### src/rtl/time_set_controller_pkg.sv
// Shared definitions for the clock's set-mode sequencer: state encodings, SetState width,
// button indices and small decode helpers used by the controller, clock top and Displayer.
package time_set_controller_pkg;

    localparam int SET_STATE_W = 3;

    typedef enum logic [SET_STATE_W-1:0] {
        ST_RUN      = 3'd0,
        ST_SET_HOUR = 3'd1,
        ST_SET_MIN  = 3'd2,
        ST_ALM_HOUR = 3'd3,
        ST_ALM_MIN  = 3'd4
    } state_t;

    localparam int NUM_BTN  = 3;
    localparam int BTN_MODE = 0;
    localparam int BTN_INC  = 1;
    localparam int BTN_OK   = 2;

    function automatic logic is_set_state(input state_t s);
        return s inside {ST_SET_HOUR, ST_SET_MIN, ST_ALM_HOUR, ST_ALM_MIN};
    endfunction

    function automatic state_t mode_next(input state_t s);
        case (s)
            ST_RUN:      return ST_SET_HOUR;
            ST_SET_HOUR: return ST_SET_MIN;
            ST_SET_MIN:  return ST_ALM_HOUR;
            ST_ALM_HOUR: return ST_ALM_MIN;
            default:     return ST_RUN;
        endcase
    endfunction

    // Bit order: {Clk_Min, Clk_Hour, Clk_Add_Min, Clk_Add_Hour}
    function automatic logic [3:0] pulse_sel(input state_t s);
        case (s)
            ST_SET_HOUR: return 4'b0001;
            ST_SET_MIN:  return 4'b0010;
            ST_ALM_HOUR: return 4'b0100;
            ST_ALM_MIN:  return 4'b1000;
            default:     return 4'b0000;
        endcase
    endfunction

endpackage

### src/rtl/time_set_controller_btn_debounce.sv
// Button conditioner: 2-FF synchronizer, level debouncer and one-cycle rise strobe.
// After reset a stable low must be seen first, so a button held through reset never strobes.
module btn_debounce #(
    parameter int DEB_CYCLES = 1_000_000
) (
    input  logic Clk,
    input  logic RST,
    input  logic i_raw,
    output logic o_level,
    output logic o_rise
);

    localparam int CNT_W = $clog2(DEB_CYCLES + 1);
    localparam logic [CNT_W-1:0] CNT_LAST = CNT_W'(DEB_CYCLES - 1);

    logic             r_sync1;
    logic             r_sync2;
    logic             r_level;
    logic             r_armed;
    logic             r_rise;
    logic [CNT_W-1:0] r_cnt;

    always_ff @(posedge Clk) begin
        if (RST) begin
            r_sync1 <= 1'b0;
            r_sync2 <= 1'b0;
            r_level <= 1'b0;
            r_armed <= 1'b0;
            r_rise  <= 1'b0;
            r_cnt   <= '0;
        end else begin
            r_sync1 <= i_raw;
            r_sync2 <= r_sync1;
            r_rise  <= 1'b0;
            if (!r_armed) begin
                // Unarmed: the counter measures a stable release instead of a level change
                if (!r_sync2) begin
                    if (r_cnt == CNT_LAST) begin
                        r_armed <= 1'b1;
                        r_cnt   <= '0;
                    end else begin
                        r_cnt <= r_cnt + CNT_W'(1);
                    end
                end else begin
                    r_cnt <= '0;
                end
            end else if (r_sync2 != r_level) begin
                if (r_cnt == CNT_LAST) begin
                    r_level <= r_sync2;
                    r_rise  <= r_sync2;
                    r_cnt   <= '0;
                end else begin
                    r_cnt <= r_cnt + CNT_W'(1);
                end
            end else begin
                r_cnt <= '0;
            end
        end
    end

    assign o_level = r_level;
    assign o_rise  = r_rise;

endmodule

### src/rtl/time_set_controller.sv
// Set-mode sequencer: debounced buttons drive the mode FSM, increment pulses, idle timeout and blink.
// Optional SET_AUTOREPEAT_EN: a held BtnInc re-issues increments every REP_CYCLES cycles.
module time_set_controller
    import time_set_controller_pkg::*;
#(
    parameter int DEB_CYCLES = 1_000_000,
    parameter int PULSE_W    = 4,
    parameter int TIMEOUT_S  = 10,
    parameter int REP_CYCLES = 25_000_000
) (
    input  logic                   Clk,
    input  logic                   RST,
    input  logic                   tick_1hz,
    input  logic                   BtnMode,
    input  logic                   BtnInc,
    input  logic                   BtnOk,
    output logic                   EN,
    output logic                   EN_Alert,
    output logic                   Clk_Add_Hour,
    output logic                   Clk_Add_Min,
    output logic                   Clk_Hour,
    output logic                   Clk_Min,
    output logic                   BlinkHour,
    output logic                   BlinkMin,
    output logic [SET_STATE_W-1:0] SetState
);

    localparam int IDLE_W = $clog2(TIMEOUT_S + 1);
    localparam int PCNT_W = (PULSE_W > 1) ? $clog2(PULSE_W) : 1;

    logic [NUM_BTN-1:0] w_raw;
    logic [NUM_BTN-1:0] w_level;
    logic [NUM_BTN-1:0] w_rise;

    assign w_raw = {BtnOk, BtnInc, BtnMode};

    generate
        for (genvar gi = 0; gi < NUM_BTN; gi++) begin : g_btn
            btn_debounce #(.DEB_CYCLES(DEB_CYCLES)) u_deb (
                .Clk    (Clk),
                .RST    (RST),
                .i_raw  (w_raw[gi]),
                .o_level(w_level[gi]),
                .o_rise (w_rise[gi])
            );
        end
    endgenerate

    state_t              r_state;
    state_t              w_state_next;
    logic                w_ok;
    logic                w_mode;
    logic                w_inc;
    logic                w_timeout;
    logic                w_state_change;
    logic                w_inc_accept;
    logic                w_phase_next;
    logic [IDLE_W-1:0]   r_idle_cnt;
    logic [3:0]          r_pulse;
    logic [PCNT_W-1:0]   r_pulse_cnt;
    logic                r_phase;
    logic                r_en;
    logic                r_en_alert;
    logic                r_blink_hour;
    logic                r_blink_min;

    assign w_ok   = w_rise[BTN_OK];
    assign w_mode = w_rise[BTN_MODE];

`ifdef SET_AUTOREPEAT_EN
    localparam int REP_W = $clog2(REP_CYCLES + 1);
    logic [REP_W-1:0] r_rep_cnt;
    logic             w_rep;

    // Counter is 0 on the initial-press cycle, so repeats land REP_CYCLES apart
    assign w_rep = is_set_state(r_state) && w_level[BTN_INC] && (r_rep_cnt == REP_W'(REP_CYCLES));
    assign w_inc = w_rise[BTN_INC] | w_rep;

    always_ff @(posedge Clk) begin
        if (RST) begin
            r_rep_cnt <= '0;
        end else if (!w_level[BTN_INC] || !is_set_state(r_state) || w_state_change) begin
            r_rep_cnt <= '0;
        end else if (w_rep) begin
            r_rep_cnt <= REP_W'(1);
        end else begin
            r_rep_cnt <= r_rep_cnt + REP_W'(1);
        end
    end
`else
    assign w_inc = w_rise[BTN_INC];
`endif

    assign w_timeout = tick_1hz && is_set_state(r_state) && (r_idle_cnt == IDLE_W'(TIMEOUT_S - 1));

    always_comb begin
        w_state_next = r_state;
        case (r_state)
            ST_RUN, ST_SET_HOUR, ST_SET_MIN, ST_ALM_HOUR, ST_ALM_MIN: begin
                if (w_ok) begin
                    w_state_next = ST_RUN;
                end else if (w_mode) begin
                    w_state_next = mode_next(r_state);
                end else if (w_timeout) begin
                    w_state_next = ST_RUN;
                end
            end
            default: w_state_next = ST_RUN;
        endcase
    end

    always_ff @(posedge Clk) begin
        if (RST) begin
            r_state <= ST_RUN;
        end else begin
            r_state <= w_state_next;
        end
    end

    assign w_state_change = (w_state_next != r_state);
    assign w_inc_accept   = w_inc && !w_ok && !w_mode && is_set_state(r_state)
                            && !w_state_change && (r_pulse == 4'b0000);
    assign w_phase_next   = !is_set_state(w_state_next) ? 1'b0 :
                            (tick_1hz && is_set_state(r_state)) ? ~r_phase : r_phase;

    always_ff @(posedge Clk) begin
        if (RST) begin
            r_pulse     <= 4'b0000;
            r_pulse_cnt <= '0;
        end else if (w_state_change) begin
            r_pulse     <= 4'b0000;
            r_pulse_cnt <= '0;
        end else if (w_inc_accept) begin
            r_pulse     <= pulse_sel(r_state);
            r_pulse_cnt <= PCNT_W'(PULSE_W - 1);
        end else if (r_pulse != 4'b0000) begin
            if (r_pulse_cnt == '0) begin
                r_pulse <= 4'b0000;
            end else begin
                r_pulse_cnt <= r_pulse_cnt - PCNT_W'(1);
            end
        end
    end

    always_ff @(posedge Clk) begin
        if (RST) begin
            r_idle_cnt   <= '0;
            r_phase      <= 1'b0;
            r_en         <= 1'b1;
            r_en_alert   <= 1'b0;
            r_blink_hour <= 1'b0;
            r_blink_min  <= 1'b0;
        end else begin
            if ((|w_rise) || w_inc || w_state_change) begin
                r_idle_cnt <= '0;
            end else if (tick_1hz && is_set_state(r_state) && (r_idle_cnt != IDLE_W'(TIMEOUT_S))) begin
                r_idle_cnt <= r_idle_cnt + IDLE_W'(1);
            end
            r_phase      <= w_phase_next;
            r_en         <= !(w_state_next inside {ST_SET_HOUR, ST_SET_MIN});
            r_en_alert   <= (w_state_next inside {ST_ALM_HOUR, ST_ALM_MIN});
            r_blink_hour <= w_phase_next && (w_state_next inside {ST_SET_HOUR, ST_ALM_HOUR});
            r_blink_min  <= w_phase_next && (w_state_next inside {ST_SET_MIN, ST_ALM_MIN});
        end
    end

    assign EN           = r_en;
    assign EN_Alert     = r_en_alert;
    assign Clk_Add_Hour = r_pulse[0];
    assign Clk_Add_Min  = r_pulse[1];
    assign Clk_Hour     = r_pulse[2];
    assign Clk_Min      = r_pulse[3];
    assign BlinkHour    = r_blink_hour;
    assign BlinkMin     = r_blink_min;
    assign SetState     = r_state;

endmodule
### config.mk
export PLATFORM = sky130hd
export DESIGN_NAME = time_set_controller
export DESIGN_NICKNAME = d
export VERILOG_FILES = /design/src/rtl/time_set_controller_pkg.sv /design/src/rtl/time_set_controller_btn_debounce.sv /design/src/rtl/time_set_controller.sv
export SDC_FILE = /design/constraint.sdc
export NUM_CORES = 1
export LEC_CHECK = 0
export CAP_MARGIN = 20
export CORE_MARGIN = 2
export CORE_UTILIZATION = 63
export CTS_BUF_LIST = sky130_fd_sc_hd__clkbuf_2
export DETAILED_ROUTE_END_ITERATION = 8
export PLACE_DENSITY_LB_ADDON = 0.08
export SLEW_MARGIN = 5
export SYNTH_ARGS = -nofsm -noshare
export SYNTH_HDL_FRONTEND = slang
export SYNTH_HIERARCHICAL = 1
export SYNTH_SLANG_ARGS = --single-unit
export TNS_END_PERCENT = 10
### constraint.sdc
create_clock -name Clk -period 2.3 [get_ports Clk]
set_input_delay 0.23 -clock Clk [delete_from_list [all_inputs] [get_ports Clk]]
set_output_delay 0.23 -clock Clk [all_outputs]
set_load 0.03 [all_outputs]
## Word level (Yosys, flattened, before mapping)

Cells that the tools add are included.

| storage, ports and cells | value |
|---|---|
| flip-flop bits (word level) | 93 |

| operators by class | value |
|---|---|
| add/subtract/negate cells | 5 |
| muxes and demuxes | 35 |
| bitwise operators | 10 |
| equal/unequal tests | 18 |
| reduce and logical (&&, ||, !) cells | 40 |

Operators with widths:

| kind | number |
|---|---|
| 20-bit two-way mux | 12 |
| 20-bit by 1-bit adder with 20-bit output, second input constant | 3 |
| 20-bit equality test, second input constant | 3 |
| 4-bit case mux with 4 select lines | 1 |
| 3-bit by 2-bit equality test with 1-bit output, second input constant | 4 |
| 3-bit two-way mux | 4 |
| 4-bit two-way mux | 3 |
| 3-bit case mux with 4 select lines | 1 |
| 2-bit nonzero test | 6 |
| 4-bit nonzero test | 3 |
| 4-bit OR reduction | 3 |
| 1-bit two-way mux | 11 |
| 1-bit logical AND | 10 |
| 1-bit NOT | 10 |
| 3-bit AND reduction | 3 |
| 3-bit by 1-bit equality test with 1-bit output, second input constant | 2 |
| 3-bit equality test, second input constant | 2 |
| 2-bit two-way mux | 3 |
| 5-bit OR reduction | 1 |
| 4-bit by 1-bit adder with 4-bit output, second input constant | 1 |
| 4-bit equality test, second input constant | 1 |
| 1-bit logical NOT | 4 |
| 4-bit logical NOT | 1 |
| 4-bit != test, second input constant | 1 |
| 10 further kinds | 15 |

## Depth between registers and ports, before layout

| depth | value |
|---|---|
| depth in word-level cells | 14 |
| mapped depth | 6 |

## By module

The synthesis kept the hierarchy.

Modules (own cells, without submodules):

| module | cells an instance | times used | seq. area each (µm²) | area each (µm²) |
|---|---|---|---|---|
| btn_debounce | 131 | 3 | 500.5 | 1,161.1 |
| time_set_controller | 112 | 1 | 360.3 | 1,026.0 |

## Worst setup path before layout

Ideal clock, no wire load.

| timing | value |
|---|---|
| kind | reg-to-reg |
| start | reg g_btn[0].u_deb.r_cnt[0] |
| end | reg g_btn[0].u_deb.r_cnt[18] |
| cell stages (with the launch flop) | 6 |
| required time | 2,229 ps |
| buffers on the path | 0 |
| path slack | 473 ps |
| arrival time | 1,756 ps |
| cell sequence | dfxtp_1 -> ha_1 -> nand2_1 -> or4_4 -> or4_1 -> a21oi_1 |

| on the way | value |
|---|---|
| word-level cells in the longest chain between the ends | 4 |

Ends and longest elaborated chain:

| item | line | RTL |
|---|---|---|
| start: declaration | time_set_controller_btn_debounce.sv:21 | `logic [CNT_W-1:0] r_cnt;` |
| start signal: assignment | time_set_controller_btn_debounce.sv:42 | `r_cnt <= r_cnt + CNT_W'(1);` |
| start signal: assignment | time_set_controller_btn_debounce.sv:53 | `r_cnt <= r_cnt + CNT_W'(1);` |
| 20-bit by 1-bit adder with 20-bit output / 20-bit equality test (equally long branches) | n/a |  |
| 20-bit two-way mux * | time_set_controller_btn_debounce.sv:38, time_set_controller_btn_debounce.sv:48 |  |
| 20-bit two-way mux, on equally long branches | time_set_controller_btn_debounce.sv:37, time_set_controller_btn_debounce.sv:47 |  |
| 20-bit two-way mux * | time_set_controller_btn_debounce.sv:35 | `if (!r_armed) begin` |

Mark *: on every way between the ends. The rest lies on a longest branch, timed or not.
A chain may end at the register's enable or synchronous reset.

## Worst setup path after layout

| timing | value |
|---|---|
| start | reg r_state[1] (netlist: SetState[1]) |
| end | out SetState[1] |

RTL lines:

| item | line | RTL |
|---|---|---|
| start: declaration | time_set_controller.sv:49 | `state_t r_state;` |
| start signal: assignment | time_set_controller.sv:116 | `r_state <= w_state_next;` |
| end: declaration | time_set_controller.sv:25 | `output logic [SET_STATE_W-1:0] SetState` |

No word-level cell between the ends.

==> qor.yml <==
status:
  status: "complete, no violations"
final_layout:
  utilization: 0.704
  antennaDiodeCount: 0
  finalNonFillerCells: 620
  final_cell_mix: "dfxtp_1, nor2_1, nand3_1"
  nFillCells: 591
  syn_to_final_growth_pct: 7.24
  fin_area_um2: 4840
  nets: 532
  layout-drive-gt1-share: 0.0992
  final_common_cell: "dfxtp_1"
clocking:
  cts_hold_repair.buffers: 0
  htreeDepth: 3
  cts.clk_slew.worst_paths_ns: 0.21
  cts_resized: 0
  cts_tree: "built"
  clock_sinks: 93
  clk_latency_ns: 0.52
  cts_made_buffers: 9
  clockBufferDepth: 2
  root_buffer: "clkbuf_2"
  post_cts_buffers: 0
timing:
  fin_setup_tns_ns: 0
  fin_ws_ns: 0.193
  min_period_ns: 2.11
  relSlewSlack: 0.524
  timing.fmax_mhz: 475
  finalMaxSlewViolations: 0
  hold_viol_final: 0
  rsz0062_at_grt: "false"
  finClkSkew_ns: 0.0455
  setup_violations: 0
  fin_crit_sh: 0.916
  worstMarginPinSlew_ns: 0.708
setup_path:
  cp_slowest_cell: "clkdlybuf4s50_1"
  start_kind: "register"
  required_ns: 2.07
  worst-path-max-fanout: 9
  cp_cell_sequence: "buf_4, clkdlybuf4s50_1"
  critical-path-max-stage-delay_ns: 0.68
  cp-end-kind: "output port"
  path_class: "reg2out"
  arrival_ns: 1.88
synthesis:
  syn_nets: 518
  synth_xor_area_frac: 0.0874
  synth.area.mux_share: 0.00444
  syn-cell-area_um2: 4510
  synth_adder_area_share: 0.0194
  synth_cells: 505
  yosysUniqueCellTypes: 56
  yosys_warnings: 6
  synth_simple_gate_area_frac: 0.301
  synthFlopType: "dfxtp_1"
  synth_compound_area_frac: 0.132
  seq_area_frac_synth: 0.413
  syn_area_per_cell_um2: 8.93
  ys_ff_latch: 93
  synth-edff-count: 0
  synth_top_family_by_area: "simple AND/OR/NAND/NOR gates"
  async_flop_share: 0
global_routing:
  grt_max_degree: 17
  grt_remaining_overflow: 0
  antenna_found_initial: 0
  track_usage: 0.219
  grt_pass1_wl_um: 13900
  grt_pass1_vias: 3251
floorplan:
  die_x_um: 88.6
  core_area_um2: 6870
  start_util: 0.656
  io_pins: 17
  fp-row-count: 30
  die_h_um: 88.6
  dieArea_um2: 7850
routing:
  vias: 3639
  drt_first_pass_iters: 4
  wl_per_cell_um: 13.3
  ant_nets: 0
  viasPerCell: 5.87
  drtIter0Drc: 124
  drc_errors: 0
  wl_um: 8230
flow_run:
  max_cap_viol_count: 0
power:
  peakVddDrop_mv: 0.399
  power.static_leakage_nw: 1.53
  power_density_nw_per_um2: 495
place:
  hpwl_um: 5970
  portBuffers: 16
  placed_cell_area_um2: 4750
  gp_congestion: 0.830
  place_inst: 604
  place_ws_ns: 0.349
hold_path:
  hp-class: "in2reg"
synth_stat cells, types with 4 or more instances:
cell	number	area share
clkbuf_1	12	0.010
nand2_1	22	0.018
xor2_1	14	0.027
nor2_1	67	0.056
nand4b_1	4	0.0078
dfxtp_1	93	0.41
and4_1	4	0.0078
a41oi_1	6	0.012
nor4_1	15	0.021
ha_1	7	0.019
o2111ai_1	4	0.0078
nor3_1	22	0.024
o31ai_1	6	0.010
nor3b_1	6	0.010
a21o_1	4	0.0067
xnor2_1	31	0.060
o21ba_2	6	0.013
nor2b_1	11	0.015
nand3_1	33	0.037
nor4_2	4	0.011
and3_1	14	0.019
a21oi_1	10	0.011
nand4_1	14	0.019
inv_1	26	0.022
nor4b_1	6	0.012
o21a_1	4	0.0067
o211ai_1	6	0.010
stage by stage:
step	hold slack (ns)	power, mW
finish	0.275	2.39
global route	0.202	2.50
CTS	0.233	2.43
detailed placement	0.435	1.77
global placement	0.415	1.76
floorplan	0.299	1.73
cell type report:
type,count,area (µm²),area share
multi-input cells,365,2450,0.507
flip-flops and latches,93,1860,0.385
repair buffers,24,220,0.0455
well taps,96,120,0.0248
inverters,26,97.6,0.0202
clock buffers,12,60.1,0.0124
clock inverters,4,25.0,0.00517
kinds of logic (layout without fill, tap and decap cells):
family	Yosys count	in the layout
and+or+nand+nor	242	242
buffers and inverters	47	66
adders and majority gates	7	7
muxes	2	2
AOI/OAI and AO/OA	69	69
xor gates and xnor gates	45	45
DFF	93	93
critical path, delay by kind of cell (launching register included):
kind | cells | cell delay (ns)
flip-flops | 1 | 0.49
buffers and inverters | 2 | 0.90
sequential cells by signal, summed over array words and instances (netlist names):
register / cells
BlinkHour: 1
g_btn.u_deb/o_level: 3
g_btn.u_deb/r_cnt: 60
EN_Alert: 1
g_btn.u_deb/r_armed: 3
SetState: 3
g_btn.u_deb/o_rise: 3
r_idle_cnt: 4
BlinkMin: 1
r_pulse: 4
r_pulse_cnt: 2
EN: 1
g_btn.u_deb/r_sync2: 3
r_phase: 1
g_btn.u_deb/r_sync1: 3
metal layers:
metal	vias to the layer above	wire, µm	track usage	part of all wire
met5	-	0	0	0
met4	0	45	0.0523	0.0055
met3	4	317	0.0616	0.039
met2	72	3960	0.378	0.48
met1	1717	3900	0.272	0.47
li1	1846	-	-	-
final timing paths:
check | startpoint | endpoint | slack, ns | cells after the start
max reg2reg | g_btn[2].u_deb/r_cnt[0] | g_btn[2].u_deb/r_cnt[18] | 0.29 | 5
min reg2reg | g_btn[0].u_deb/r_sync1 | g_btn[0].u_deb/r_sync2 | 0.45 | 1
min | BtnOk | g_btn[2].u_deb/r_sync1 | 0.27 | 2
max | SetState[1] | SetState[1] | 0.19 | 2
power breakdown:
| group | switching (mW) | internal, mW |
|---|---|---|
| Sequential | 0.0167 | 1.63 |
| Combinational | 0.0486 | 0.0354 |
| Clock | 0.507 | 0.152 |
Power figures use the tool's default switching activity.
